**src/rtl/vending_pkg.sv**
```systemverilog
// Shared types and constants for the vending transaction controller.
// Holds the state encoding, default prices and the money width.
package vending_pkg;

    localparam int MONEY_W    = 8;
    localparam int DEF_PRICE0 = 3;
    localparam int DEF_PRICE1 = 4;
    localparam int DEF_PRICE2 = 5;
    localparam int DEF_PRICE3 = 6;

    typedef enum logic [2:0] {
        S_IDLE          = 3'd0,
        S_SELECT        = 3'd1,
        S_RECEIVE_MONEY = 3'd2,
        S_COMPARE       = 3'd3,
        S_PROCESS       = 3'd4,
        S_RETURN_CHANGE = 3'd5
    } state_t;

endpackage

```
**src/rtl/vending_fsm.sv**
```systemverilog
// Transaction state register and next-state logic.
// Ports: clk, reset_n, i_start, i_cancel, i_done_money, i_continue_buy,
//        i_out_stock, i_enough_money -> o_state (registered state).
module vending_fsm
    import vending_pkg::*;
(
    input  logic   clk,
    input  logic   reset_n,
    input  logic   i_start,
    input  logic   i_cancel,
    input  logic   i_done_money,
    input  logic   i_continue_buy,
    input  logic   i_out_stock,
    input  logic   i_enough_money,
    output state_t o_state
);

    state_t r_state;
    state_t w_next;

    always_ff @(posedge clk or negedge reset_n) begin
        if (!reset_n) begin
            r_state <= S_IDLE;
        end else begin
            r_state <= w_next;
        end
    end

    always_comb begin
        w_next = S_IDLE;
        case (r_state)
            S_IDLE: begin
                w_next = i_start ? S_SELECT : S_IDLE;
            end
            S_SELECT: begin
                if (i_cancel)
                    w_next = S_IDLE;
                else if (i_out_stock)
                    w_next = S_SELECT;
                else
                    w_next = S_RECEIVE_MONEY;
            end
            S_RECEIVE_MONEY: begin
                w_next = i_done_money ? S_COMPARE : S_RECEIVE_MONEY;
            end
            S_COMPARE: begin
                w_next = i_enough_money ? S_RETURN_CHANGE : S_PROCESS;
            end
            S_PROCESS: begin
                w_next = i_cancel ? S_RETURN_CHANGE : S_RECEIVE_MONEY;
            end
            S_RETURN_CHANGE: begin
                w_next = i_continue_buy ? S_SELECT : S_IDLE;
            end
            // Unused codes 6 and 7 recover to IDLE.
            default: begin
                w_next = S_IDLE;
            end
        endcase
    end

    assign o_state = r_state;

endmodule

```
**src/rtl/vending_control.sv**
```systemverilog
// Vending transaction controller: sum accumulator, item latch, stock.
// Ports: clk, reset_n, start, cancel, item_in, money, done_money,
//        continue_buy -> done, end_trans, sum_money, price, item_select, state.
module vending_control
    import vending_pkg::*;
#(
    parameter int INIT_STOCK = 3,
    parameter int PRICE0     = DEF_PRICE0,
    parameter int PRICE1     = DEF_PRICE1,
    parameter int PRICE2     = DEF_PRICE2,
    parameter int PRICE3     = DEF_PRICE3
) (
    input  logic               clk,
    input  logic               reset_n,
    input  logic               start,
    input  logic               cancel,
    input  logic [1:0]         item_in,
    input  logic [2:0]         money,
    input  logic               done_money,
    input  logic               continue_buy,
    output logic               done,
    output logic               end_trans,
    output logic [MONEY_W-1:0] sum_money,
    output logic [MONEY_W-1:0] price,
    output logic [1:0]         item_select,
    output logic [2:0]         state
);

    localparam int W_CLOG  = $clog2(INIT_STOCK + 1);
    localparam int STOCK_W = (W_CLOG > 2) ? W_CLOG : 2;

    state_t               w_state;
    logic [MONEY_W-1:0]   r_sum;
    logic [1:0]           r_item;
    logic                 r_bought;
    logic [STOCK_W-1:0]   r_stock [4];

    logic                 w_out_stock;
    logic                 w_enough;
    logic [MONEY_W-1:0]   w_price;
    logic [MONEY_W:0]     w_sum_add;
    logic [MONEY_W-1:0]   w_sum_sat;

    vending_fsm u_fsm (
        .clk            (clk),
        .reset_n        (reset_n),
        .i_start        (start),
        .i_cancel       (cancel),
        .i_done_money   (done_money),
        .i_continue_buy (continue_buy),
        .i_out_stock    (w_out_stock),
        .i_enough_money (w_enough),
        .o_state        (w_state)
    );

    always_comb begin
        w_price = '0;
        case (r_item)
            2'd0: w_price = MONEY_W'(PRICE0);
            2'd1: w_price = MONEY_W'(PRICE1);
            2'd2: w_price = MONEY_W'(PRICE2);
            default: w_price = MONEY_W'(PRICE3);
        endcase
    end

    // Stock check uses the live keypad code, not the latched one.
    assign w_out_stock = (r_stock[item_in] == '0);
    assign w_enough    = (r_sum >= w_price);

    // One extra bit catches the carry; a carry pins the sum at full scale.
    assign w_sum_add = {1'b0, r_sum} + (MONEY_W + 1)'(money);
    assign w_sum_sat = w_sum_add[MONEY_W] ? '1 : w_sum_add[MONEY_W-1:0];

    always_ff @(posedge clk or negedge reset_n) begin
        if (!reset_n) begin
            r_sum    <= '0;
            r_item   <= '0;
            r_bought <= 1'b0;
            for (int i = 0; i < 4; i++) begin
                r_stock[i] <= STOCK_W'(INIT_STOCK);
            end
        end else begin
            case (w_state)
                S_SELECT: begin
                    r_item <= item_in;
                end
                S_RECEIVE_MONEY: begin
                    r_sum <= w_sum_sat;
                end
                S_COMPARE: begin
                    // Leaving SELECT required stock, so this never wraps.
                    if (w_enough) begin
                        r_bought        <= 1'b1;
                        r_stock[r_item] <= r_stock[r_item] - 1'b1;
                    end
                end
                S_RETURN_CHANGE: begin
                    r_sum    <= '0;
                    r_bought <= 1'b0;
                end
                default: begin
                end
            endcase
        end
    end

    always_comb begin
        done        = 1'b0;
        end_trans   = 1'b0;
        sum_money   = '0;
        price       = '0;
        item_select = '0;
        if (w_state == S_RETURN_CHANGE) begin
            end_trans = 1'b1;
            sum_money = r_sum;
            done      = r_bought;
            if (r_bought) begin
                price       = w_price;
                item_select = r_item;
            end
        end
    end

    assign state = w_state;

endmodule

```
**config.mk**
```make
export PLATFORM = sky130hd
export DESIGN_NAME = vending_control
export DESIGN_NICKNAME = d
export VERILOG_FILES = /design/src/rtl/vending_pkg.sv /design/src/rtl/vending_fsm.sv /design/src/rtl/vending_control.sv
export SDC_FILE = /design/constraint.sdc
export NUM_CORES = 1
export LEC_CHECK = 0
export CAP_MARGIN = 20
export CELL_PAD_IN_SITES_DETAIL_PLACEMENT = 1
export CELL_PAD_IN_SITES_GLOBAL_PLACEMENT = 1
export CORE_ASPECT_RATIO = 1.1
export CORE_MARGIN = 2
export CORE_UTILIZATION = 39
export CTS_CLUSTER_SIZE = 30
export DETAILED_ROUTE_END_ITERATION = 16
export MAX_ROUTING_LAYER = met4
export PLACE_DENSITY_LB_ADDON = 0.1
export SLEW_MARGIN = 20
export SYNTH_ARGS = -nofsm -noshare
export SYNTH_HDL_FRONTEND = slang
export SYNTH_SLANG_ARGS = --single-unit
```
**constraint.sdc**
```tcl
create_clock -name clk -period 5.25 [get_ports clk]
set_input_delay 0.7875 -clock clk [delete_from_list [all_inputs] [get_ports clk]]
set_output_delay 0.7875 -clock clk [all_outputs]
set_load 0.1 [all_outputs]
```
==> metrics.txt <==
status finished clean; postcts setup bufs 0; PwrDens 571.7 nW/um2; Initial Utilization 40.41%; Crit Path Class register to output pin; cell count after synthesis 154; Total GRT Usage 20.68%; slew at the pin with the worst max-slew slack 0.9834 ns; vias per cell 5.263; Placed Cells incl. Taps 228; cts hold-fix bufs 0; DRC viols 0; Final Hold Viols 0; global placer's final weighted congestion 0.7715; dpl hpwl 3127 um; CTS root buf clkbuf_8; top cell type's share of synthesized area 23.91%; Buf/Inv on CP 2; post-CTS sizing 0; fill count 438; Mapped Area 1465 um2; DRT Pass-1 Iters 4; row cnt 23; CTS Buffer Depth 2; setup violators final 0; Final Max Slew Viols 0; ys flop type dfrtp_1; Distinct cells, synth 34; Worst path depth 6; Post-DRT Antenna Nets 0; CP max stage cell clkdlybuf4s50_1; Worst EP required 4.46 ns; Worst Path Arrival 3.25 ns; count of input and output buffers 28; Multi-input gate area 833.3 um2; wire length per cell 17.23 um; Clock Pin Slew Worst Setup and Hold Paths 0.09 ns; P_leak 0.8000 nW; Syn Area/Cell 9.514 um2; largest net degree at the start of global routing 23; Max Cap Viol 0; grt ovf 0; unrepaired setup endpoints after global routing no; CP top delay family buffers and inverters; Seq cells post-synth 22; TNS Setup 0 ns; layout cell share with drive strength beyond 1 14.29%; Worst Skew 0.008316 ns; clk sinks 22; Register-to-Register Path Depth 7; wirelength, routed 3998 um; pre-CTS WS 1.533 ns; total CTS buffers 3; CTS tree yes; Die Area 4264 um2; FMAX 247.6 MHz; Post-synth EDFFs 0; min cycle time layout 4.039 ns; final net count 206; vias 1221; CP dominant cell by count nand2_1; Synth area leader dfrtp_1; initial antenna violation count 0; Area Overhead vs Synth 23.83%; Hold Slack 0.4861 ns; Slew headroom 34.23%; Startpoint Class register; period utilisation layout 76.94%; Setup WS post-layout 1.211 ns; io pins 34; Worst VDD drop 0.3171 mV; crit path cell chain nor2b_1 -> nand2_1 -> clkinv_1 -> nand2_1 -> nor2_1 -> clkdlybuf4s50_1; Die Height 68.29 um; Yosys Warn Count 0; Worst setup EP type output pin; ANT cells 0; core area 3626 um2; H-tree depth 1; ys async rst share 100.0%; post-route insts no fill 232; vias in the first global route 1319; worst hold path class primary input to asynchronous set/reset pin; Die X 62.44 um; Synth area leaders dfrtp_1 (24%), dfstp_2 (14%), ha_1 (9.4%), mux2_2 (6.9%), nor2_1 (5.4%); Detailed Route Iter0 Violations 27; first-pass GRT wire length 6713 um; clock latency on the worst-skew pair 0.26 ns; slowest stage delay, CP 1.16 ns; Sequential Area 560.5 um2; sequential fraction of the synthesis area 38.26%; Worst Path Max Fanout 9
## logic make-up after synthesis
group	synth area share [%]
AND/OR/NAND/NOR	19.13
AO/OA/AOI/OAI	14.69
flip-flops	38.26
buffers and inverters	5.892
adder cells (fa/ha/maj)	10.76
multiplexers	9.821
XOR/XNOR	1.196
other	0.2559
## cell usage after synthesis, drive strengths merged, types with 3 or more instances
cell    count
a21oi      12
a31oi       4
and3        7
buf         5
clkbuf      3
dfrtp      14
dfstp       8
ha         11
inv         9
mux2        9
nand2      11
nand2b      3
nor2       21
nor3        5
o21ai       4
## metal layers
metal  part of all wire (%)  track usage [%]  vias to the layer above
met5                      0                -                        -
met4                   0.18            4.444                        0
met3                    3.1            2.796                        2
met2                     54            37.50                       21
met1                     43            24.95                      606
li1                       -                -                      592
## final timing paths
check | start | to | slack, ns
worst max-delay path | u_fsm.o_state[2]$_DFF_PN0_ | price[2] | 1.21
worst min-delay path | reset_n | r_sum[1]$_DFFE_PN0P_ | 0.49
worst max register to register | r_item[0]$_DFFE_PN0P_ | r_stock[7]$_DFFE_PN1P_ | 2.67
worst min register to register | r_bought$_DFFE_PN0P_ | r_bought$_DFFE_PN0P_ | 0.54
max in group asynchronous | reset_n | r_stock[6]$_DFFE_PN1P_ | 4.39
min in group clk | r_bought$_DFFE_PN0P_ | r_bought$_DFFE_PN0P_ | 0.54
## sequential cells by signal (all words and copies together), names as in the netlist
name and cells:
u_fsm.o_state 3, r_item 2, r_sum 8, r_stock 8, r_bought 1
## cell usage in the layout, fill, tap and decap left out, types with 5 or more instances in the layout
cell / Yosys / layout
nand2_1: 11 / 11
clkdlybuf4s50_1: 0 / 27
and3_1: 7 / 7
dfrtp_1: 14 / 14
inv_1: 9 / 9
mux2_2: 9 / 9
nor2_1: 21 / 21
a21oi_1: 12 / 12
conb_1: 1 / 5
dfstp_2: 8 / 8
ha_1: 11 / 11
nor3_1: 5 / 5
## area by class of cell
class / count / area share, %
multi-input cells: 118 / 45.93
inverters: 10 / 2.069
repair buffers: 28 / 15.17
clock buffers: 4 / 2.483
flip-flops and latches: 22 / 30.90
well taps: 50 / 3.448
## metrics by stage
step | utilization, % | total power [mW] | area (um2)
CTS | 50.17 | 1.046 | 1819
floorplan | - | 0.7650 | 1480
global route | 50.03 | 1.123 | 1814
global placement | 48.93 | 0.9007 | 1774
detailed placement | 48.93 | 0.9272 | 1774
finish | 50.03 | 1.037 | 1814
## where the power goes
part / switching, mW / internal (mW)
logic: 0.377 / 0.214
clock network: 0.0571 / 0.0541
registers: 0.0829 / 0.252
## worst register-to-register path: stages (launching register included)
cell,delay (ns)
dfrtp_1,0.52
inv_1,0.18
ha_1,0.37
ha_1,0.29
a21o_1,0.20
a2111oi_4,0.50
nor2_1,0.16
mux2_2,0.30
(Power assumes the default switching activity.)
